--- src/rtl/serial_pkg.sv ---
// Shared constants and FSM state type for the serial transmitter/receiver pair.
// The deserializer reuses WORD_W from here.
package serial_pkg;

   localparam int WORD_W = 8;
   localparam int CNT_W  = 3;

   typedef enum logic [1:0] {
      IDLE,
      SHIFT,
      PARITY
   } serial_state_e;

endpackage

--- src/rtl/serial_hold_reg.sv ---
// One-byte holding buffer for the serializer: lets the next byte be accepted
// while the current frame is still shifting out.
module serial_hold_reg
   import serial_pkg::*;
(
   input  logic              clk_i,
   input  logic              rst_ni,
   input  logic              load_i,
   input  logic [WORD_W-1:0] data_i,
   input  logic              release_i,
   output logic              valid_o,
   output logic [WORD_W-1:0] data_o
);

   logic              valid_q, valid_d;
   logic [WORD_W-1:0] data_q, data_d;

   // Load only happens while empty, so it never collides with a release.
   always_comb begin
      valid_d = valid_q;
      data_d  = data_q;
      if (release_i) begin
         valid_d = 1'b0;
      end
      if (load_i) begin
         valid_d = 1'b1;
         data_d  = data_i;
      end
   end

   always_ff @(posedge clk_i or negedge rst_ni) begin
      if (!rst_ni) begin
         valid_q <= 1'b0;
         data_q  <= '0;
      end else begin
         valid_q <= valid_d;
         data_q  <= data_d;
      end
   end

   assign valid_o = valid_q;
   assign data_o  = data_q;

endmodule

--- src/rtl/serializador.sv ---
// Parallel-to-serial transmitter: 8-bit bytes in over write/status, MSB-first
// bits out over write/ack. Optional even-parity bit: define SERIALIZADOR_PARITY_EN.
module serializador
   import serial_pkg::*;
(
   input  logic              clk_100KHz,
   input  logic              reset,
   input  logic [WORD_W-1:0] data_in,
   input  logic              write_in,
   output logic              status_out,
   output logic              data_out,
   output logic              write_out,
   input  logic              ack_in,
   output logic              busy_out,
   output logic              done_out
);

   serial_state_e     state_q, state_d;
   logic [WORD_W-1:0] shift_q, shift_d;
   logic [CNT_W-1:0]  cnt_q, cnt_d;
   logic              dataOut_q, dataOut_d;
   logic              writeOut_q, writeOut_d;
   logic              busy_q, busy_d;
   logic              done_q, done_d;
`ifdef SERIALIZADOR_PARITY_EN
   logic              parity_q, parity_d;
`endif

   logic              holdValid;
   logic [WORD_W-1:0] holdData;
   logic              holdLoad;
   logic              holdRelease;

   logic              xfer;
   logic              accept;
   logic              lastBit;
   logic              frameEnd;
   logic              loadShift;
   logic [WORD_W-1:0] loadByte;

   serial_hold_reg u_hold (
      .clk_i     (clk_100KHz),
      .rst_ni    (reset),
      .load_i    (holdLoad),
      .data_i    (data_in),
      .release_i (holdRelease),
      .valid_o   (holdValid),
      .data_o    (holdData)
   );

   assign xfer    = writeOut_q & ack_in;
   assign accept  = write_in & ~holdValid;
   assign lastBit = (state_q == SHIFT) && (cnt_q == '0) && xfer;

`ifdef SERIALIZADOR_PARITY_EN
   assign frameEnd = (state_q == PARITY) && xfer;
`else
   assign frameEnd = lastBit;
`endif

   // Frame end refills from the holding register first, then from a fresh write.
   always_comb begin
      state_d     = state_q;
      shift_d     = shift_q;
      cnt_d       = cnt_q;
      dataOut_d   = dataOut_q;
      writeOut_d  = writeOut_q;
      done_d      = frameEnd;
      holdLoad    = 1'b0;
      holdRelease = 1'b0;
      loadShift   = 1'b0;
      loadByte    = data_in;
`ifdef SERIALIZADOR_PARITY_EN
      parity_d    = parity_q;
`endif

      if (state_q == IDLE) begin
         loadShift = accept;
      end else if (frameEnd) begin
         if (holdValid) begin
            loadShift   = 1'b1;
            loadByte    = holdData;
            holdRelease = 1'b1;
         end else if (accept) begin
            loadShift = 1'b1;
         end else begin
            state_d    = IDLE;
            writeOut_d = 1'b0;
            dataOut_d  = 1'b0;
            cnt_d      = CNT_W'(WORD_W - 1);
         end
      end else begin
         holdLoad = accept;
         if (xfer) begin
`ifdef SERIALIZADOR_PARITY_EN
            if (lastBit) begin
               state_d   = PARITY;
               dataOut_d = parity_q;
            end else
`endif
            if (cnt_q != '0) begin
               cnt_d     = cnt_q - CNT_W'(1);
               dataOut_d = shift_q[cnt_q - CNT_W'(1)];
            end
         end
      end

      if (loadShift) begin
         state_d    = SHIFT;
         shift_d    = loadByte;
         cnt_d      = CNT_W'(WORD_W - 1);
         dataOut_d  = loadByte[WORD_W-1];
         writeOut_d = 1'b1;
`ifdef SERIALIZADOR_PARITY_EN
         parity_d   = ^loadByte;
`endif
      end

      busy_d = (state_d != IDLE);
   end

   always_ff @(posedge clk_100KHz or negedge reset) begin
      if (!reset) begin
         state_q    <= IDLE;
         shift_q    <= '0;
         cnt_q      <= CNT_W'(WORD_W - 1);
         dataOut_q  <= 1'b0;
         writeOut_q <= 1'b0;
         busy_q     <= 1'b0;
         done_q     <= 1'b0;
`ifdef SERIALIZADOR_PARITY_EN
         parity_q   <= 1'b0;
`endif
      end else begin
         state_q    <= state_d;
         shift_q    <= shift_d;
         cnt_q      <= cnt_d;
         dataOut_q  <= dataOut_d;
         writeOut_q <= writeOut_d;
         busy_q     <= busy_d;
         done_q     <= done_d;
`ifdef SERIALIZADOR_PARITY_EN
         parity_q   <= parity_d;
`endif
      end
   end

   assign status_out = ~holdValid;
   assign data_out   = dataOut_q;
   assign write_out  = writeOut_q;
   assign busy_out   = busy_q;
   assign done_out   = done_q;

endmodule

--- config.mk ---
export PLATFORM = sky130hd
export DESIGN_NAME = serializador
export DESIGN_NICKNAME = d
export VERILOG_FILES = /design/src/rtl/serial_pkg.sv /design/src/rtl/serial_hold_reg.sv /design/src/rtl/serializador.sv
export SDC_FILE = /design/constraint.sdc
export NUM_CORES = 1
export LEC_CHECK = 0
export CAP_MARGIN = 20
export CELL_PAD_IN_SITES_DETAIL_PLACEMENT = 1
export CELL_PAD_IN_SITES_GLOBAL_PLACEMENT = 2
export CORE_MARGIN = 2
export CORE_UTILIZATION = 38
export DETAILED_ROUTE_END_ITERATION = 16
export GPL_TIMING_DRIVEN = 0
export PLACE_DENSITY_LB_ADDON = 0.1
export SYNTH_ARGS = -nofsm -noshare
export SYNTH_HDL_FRONTEND = slang
export SYNTH_SLANG_ARGS = --single-unit
--- constraint.sdc ---
create_clock -name clk_100KHz -period 2.4 [get_ports clk_100KHz]
set_clock_uncertainty 0.05 [all_clocks]
set_input_delay 0.48 -clock clk_100KHz [delete_from_list [all_inputs] [get_ports clk_100KHz]]
set_output_delay 0.48 -clock clk_100KHz [all_outputs]
set_load 0.1 [all_outputs]
==> impl_results.md <==
* Total wire length at between 2000 and 2500 um
* CTS buffer count at 3
* Synthesized area at about 1300 um^2
* Overflow after GRT at 0
* Final RePlAce weighted congestion at about 0.73
* Yosys warns at 0
* Synth unique cells at 36
* CP max FO at 1
* Placed Area at 1587 um^2
* Worst-path cell chain: clkdlybuf4s50_1
* Crit Path Class: flop to output port
* # IOs at 17
* First-pass DRT Iterations at 3
* Post-Place Cells at 159
* Area grow syn2layout at 24.18%
* Leakage power at between 0.8 and 0.9 nW
* Register area share after synthesis at between 40 and 50%
* Leading cell type in the layout, fill and taps excluded: dfrtp_1
* Worst path top cell family by delay: buffers and inverters
* Post-route ant nets at 0
* Ys async rst share at 100.0%
* Via density at 5.048
* # clock sinks at 26
* FF+latch area at between 600 and 700 um^2
* Final min period at approximately 2300 ps
* Crit end category: output port
* Site Rows at 21
* Design area at 1664 um^2
* Post-synthesis mux area share at between 20 and 30%
* Buf/Inv on CP at 1
* Area occupied by multi-input gates at between 600 and 700 um^2
* WP data required at about 1900 ps
* Clk root buf: clkbuf_4
* Worst-Margin Slew at 962.5 ps
* Clock transition at the registers of the reported paths at 150 ps
* Die Area at ~4000 um^2
* Peak VDD IR at 260.9 uV
* Antenna Cells at 0
* Starting Density at about two fifths
* Syn nets at 110
* Iter 0 DRT Violations at 14
* Cell Pwr Density at 490.3 nW/um^2
* FF+latch count, synth at 26
* DR WL/cell at ~15 um
* Setup crit start kind: flop
* Main combinational cell family by area after synthesis: multiplexers
* Yosys top cell by area: dfrtp_1
* Slowest cell delay on critical path at ~1100 ps
* XOR/XNOR Fraction of Synth Area at 1.307%
* Nets at roughly 130
* H-tree lvl count at 1
* Setup-failing EPs final at 0
* Area fraction in compound gates after synthesis at 6.349%
* Largest net degree at the start of global routing at 18
* Status: finished, final reports clean
* Max Slew Vio Count at 0
* Via Count at ~830
* Post-synth EDFFs at 0
* Avg Cell Area, Syn at about 14 um^2
* Max-cap violations at 0
* Die H at between 60 and 70 um
* Fin util at between 40% and 50%
* GRT Overall Usage at roughly 14%
* Post-Layout Cell Count at ~170
* Vias in the first global route at a little over 900
* CTS tree: built
* Cells after Synth at 96
* Number of fill cells at 372
* Core ar. at around 3400 um^2
* Port Buffer Count at 16
* Top cells by area, synth: dfrtp_1, mux2_4, mux2_1
* Die Wd at between 60 and 70 um
* CTS max path bufs at 2
* Drt drc at 0
* Initial antenna violation count at 0
* Min-delay worst type: input pin to asynchronous set/reset pin
* Part of the cycle the worst path needs at between 90 and 100%
* Top FF cell, synth: dfrtp_1
* Final hold slack at around 450 ps
* Relative max-transition margin at between 30% and 40%
* CP max stage cell: clkdlybuf4s50_1
* Endpoints failing hold at 0
* First-pass GRT wire length at around 4400 um
* Simple-gate share of the synthesized area at a little under a tenth
* Layout cells sized above 1 at approximately a third
* Clk Latency, worst-skew pair at roughly 320 ps
* Most frequent cells in the layout: dfrtp_1, mux2_4, clkdlybuf4s50_1
* RSZ-0062 raised after global routing: false
* F_max at roughly 430 MHz
* Crit path DAT at approximately 1800 ps
* DPL Wire Length at roughly 1900 um
* Post-synth top area share at 42.95%
* Setup TNS at 0 ps
* Adder-cell area share of the yosys netlist at 1.867%
metal layers:
metal	track usage, %	share of wire, %	vias to the layer above
li1	-	-	398
met1	19.06	45	415
met2	23.03	49	16
met3	2.500	3.7	4
met4	6.793	1.8	0
met5	0	0	-
cells in the mapped netlist, types with 2 or more instances:
master	n
a32oi_1	2
buf_2	2
buf_6	2
dfrtp_1	23
dfstp_2	3
ha_1	2
inv_1	3
mux2_1	8
mux2_4	14
mux2i_1	3
mux4_2	2
nand2_1	3
nor2_1	2
nor3_1	2
o21ai_0	4
stage by stage:
step | power, W | setup WS, ps
floorplan | 0.0004831 | 204.8
global placement | 0.0005141 | -48.56
detailed placement | 0.0005223 | -61.31
CTS | 0.0008294 | 9.912
global route | 0.0008563 | 4.889
finish | 0.0008159 | 84.53
logic make-up (layout without fill, tap and decap cells):
group,after synthesis,in the layout
flops,26,26
xor+xnor,2,2
fa+ha+maj,2,2
compound gates,12,12
mux,27,27
simple gates,18,18
buf+inv,9,32
state kept, by name, indices dropped and copies added, names as in the netlist:
register	cells
busy_out	1
cnt_q	3
data_out	1
done_out	1
shift_q	8
state_q	2
u_hold.data_o	8
u_hold.valid_o	1
write_out	1
final cells by class:
cell class,count,area share (%)
Clock inverter,1,1.805
Timing Repair Buffer,19,12.41
Inverter,4,0.9023
Buffer,5,2.932
Clock buffer,3,1.353
Tap cell,46,3.459
Sequential cell,26,39.40
Multi-Input combinational cell,61,37.74
path summary, 6_finish.rpt:
check	start	end	slack, ps	cells past startpoint
setup / recovery	done_out	done_out	80	1
max in group asynchronous	reset	cnt_q[2]	1280	2
setup reg to reg	cnt_q[0]	u_hold.data_o[0]	110	7
hold reg to reg	u_hold.data_o[1]	u_hold.data_o[1]	460	1
hold / removal	reset	u_hold.data_o[3]	450	1
min in group clk_100KHz	u_hold.data_o[1]	u_hold.data_o[1]	460	1
what timing repair did:
item / in CTS / in global routing
buffers inserted: 0 / 2
endpoints found under the setup margin: 1 / 10
gates resized for setup: 1 / 5
pin swaps: 0 / 0
hold buffers: 0 / 0
report_power, final:
group          internal (W)   total, W  switching, W  leakage, nW
logic             0.0000394  0.0000606     0.0000212        0.455
clock network      0.000169   0.000301      0.000132       0.0279
registers          0.000448   0.000454    0.00000606        0.332
total              0.000657   0.000816      0.000159        0.815
No activity file was read; power rests on OpenSTA's default activity.
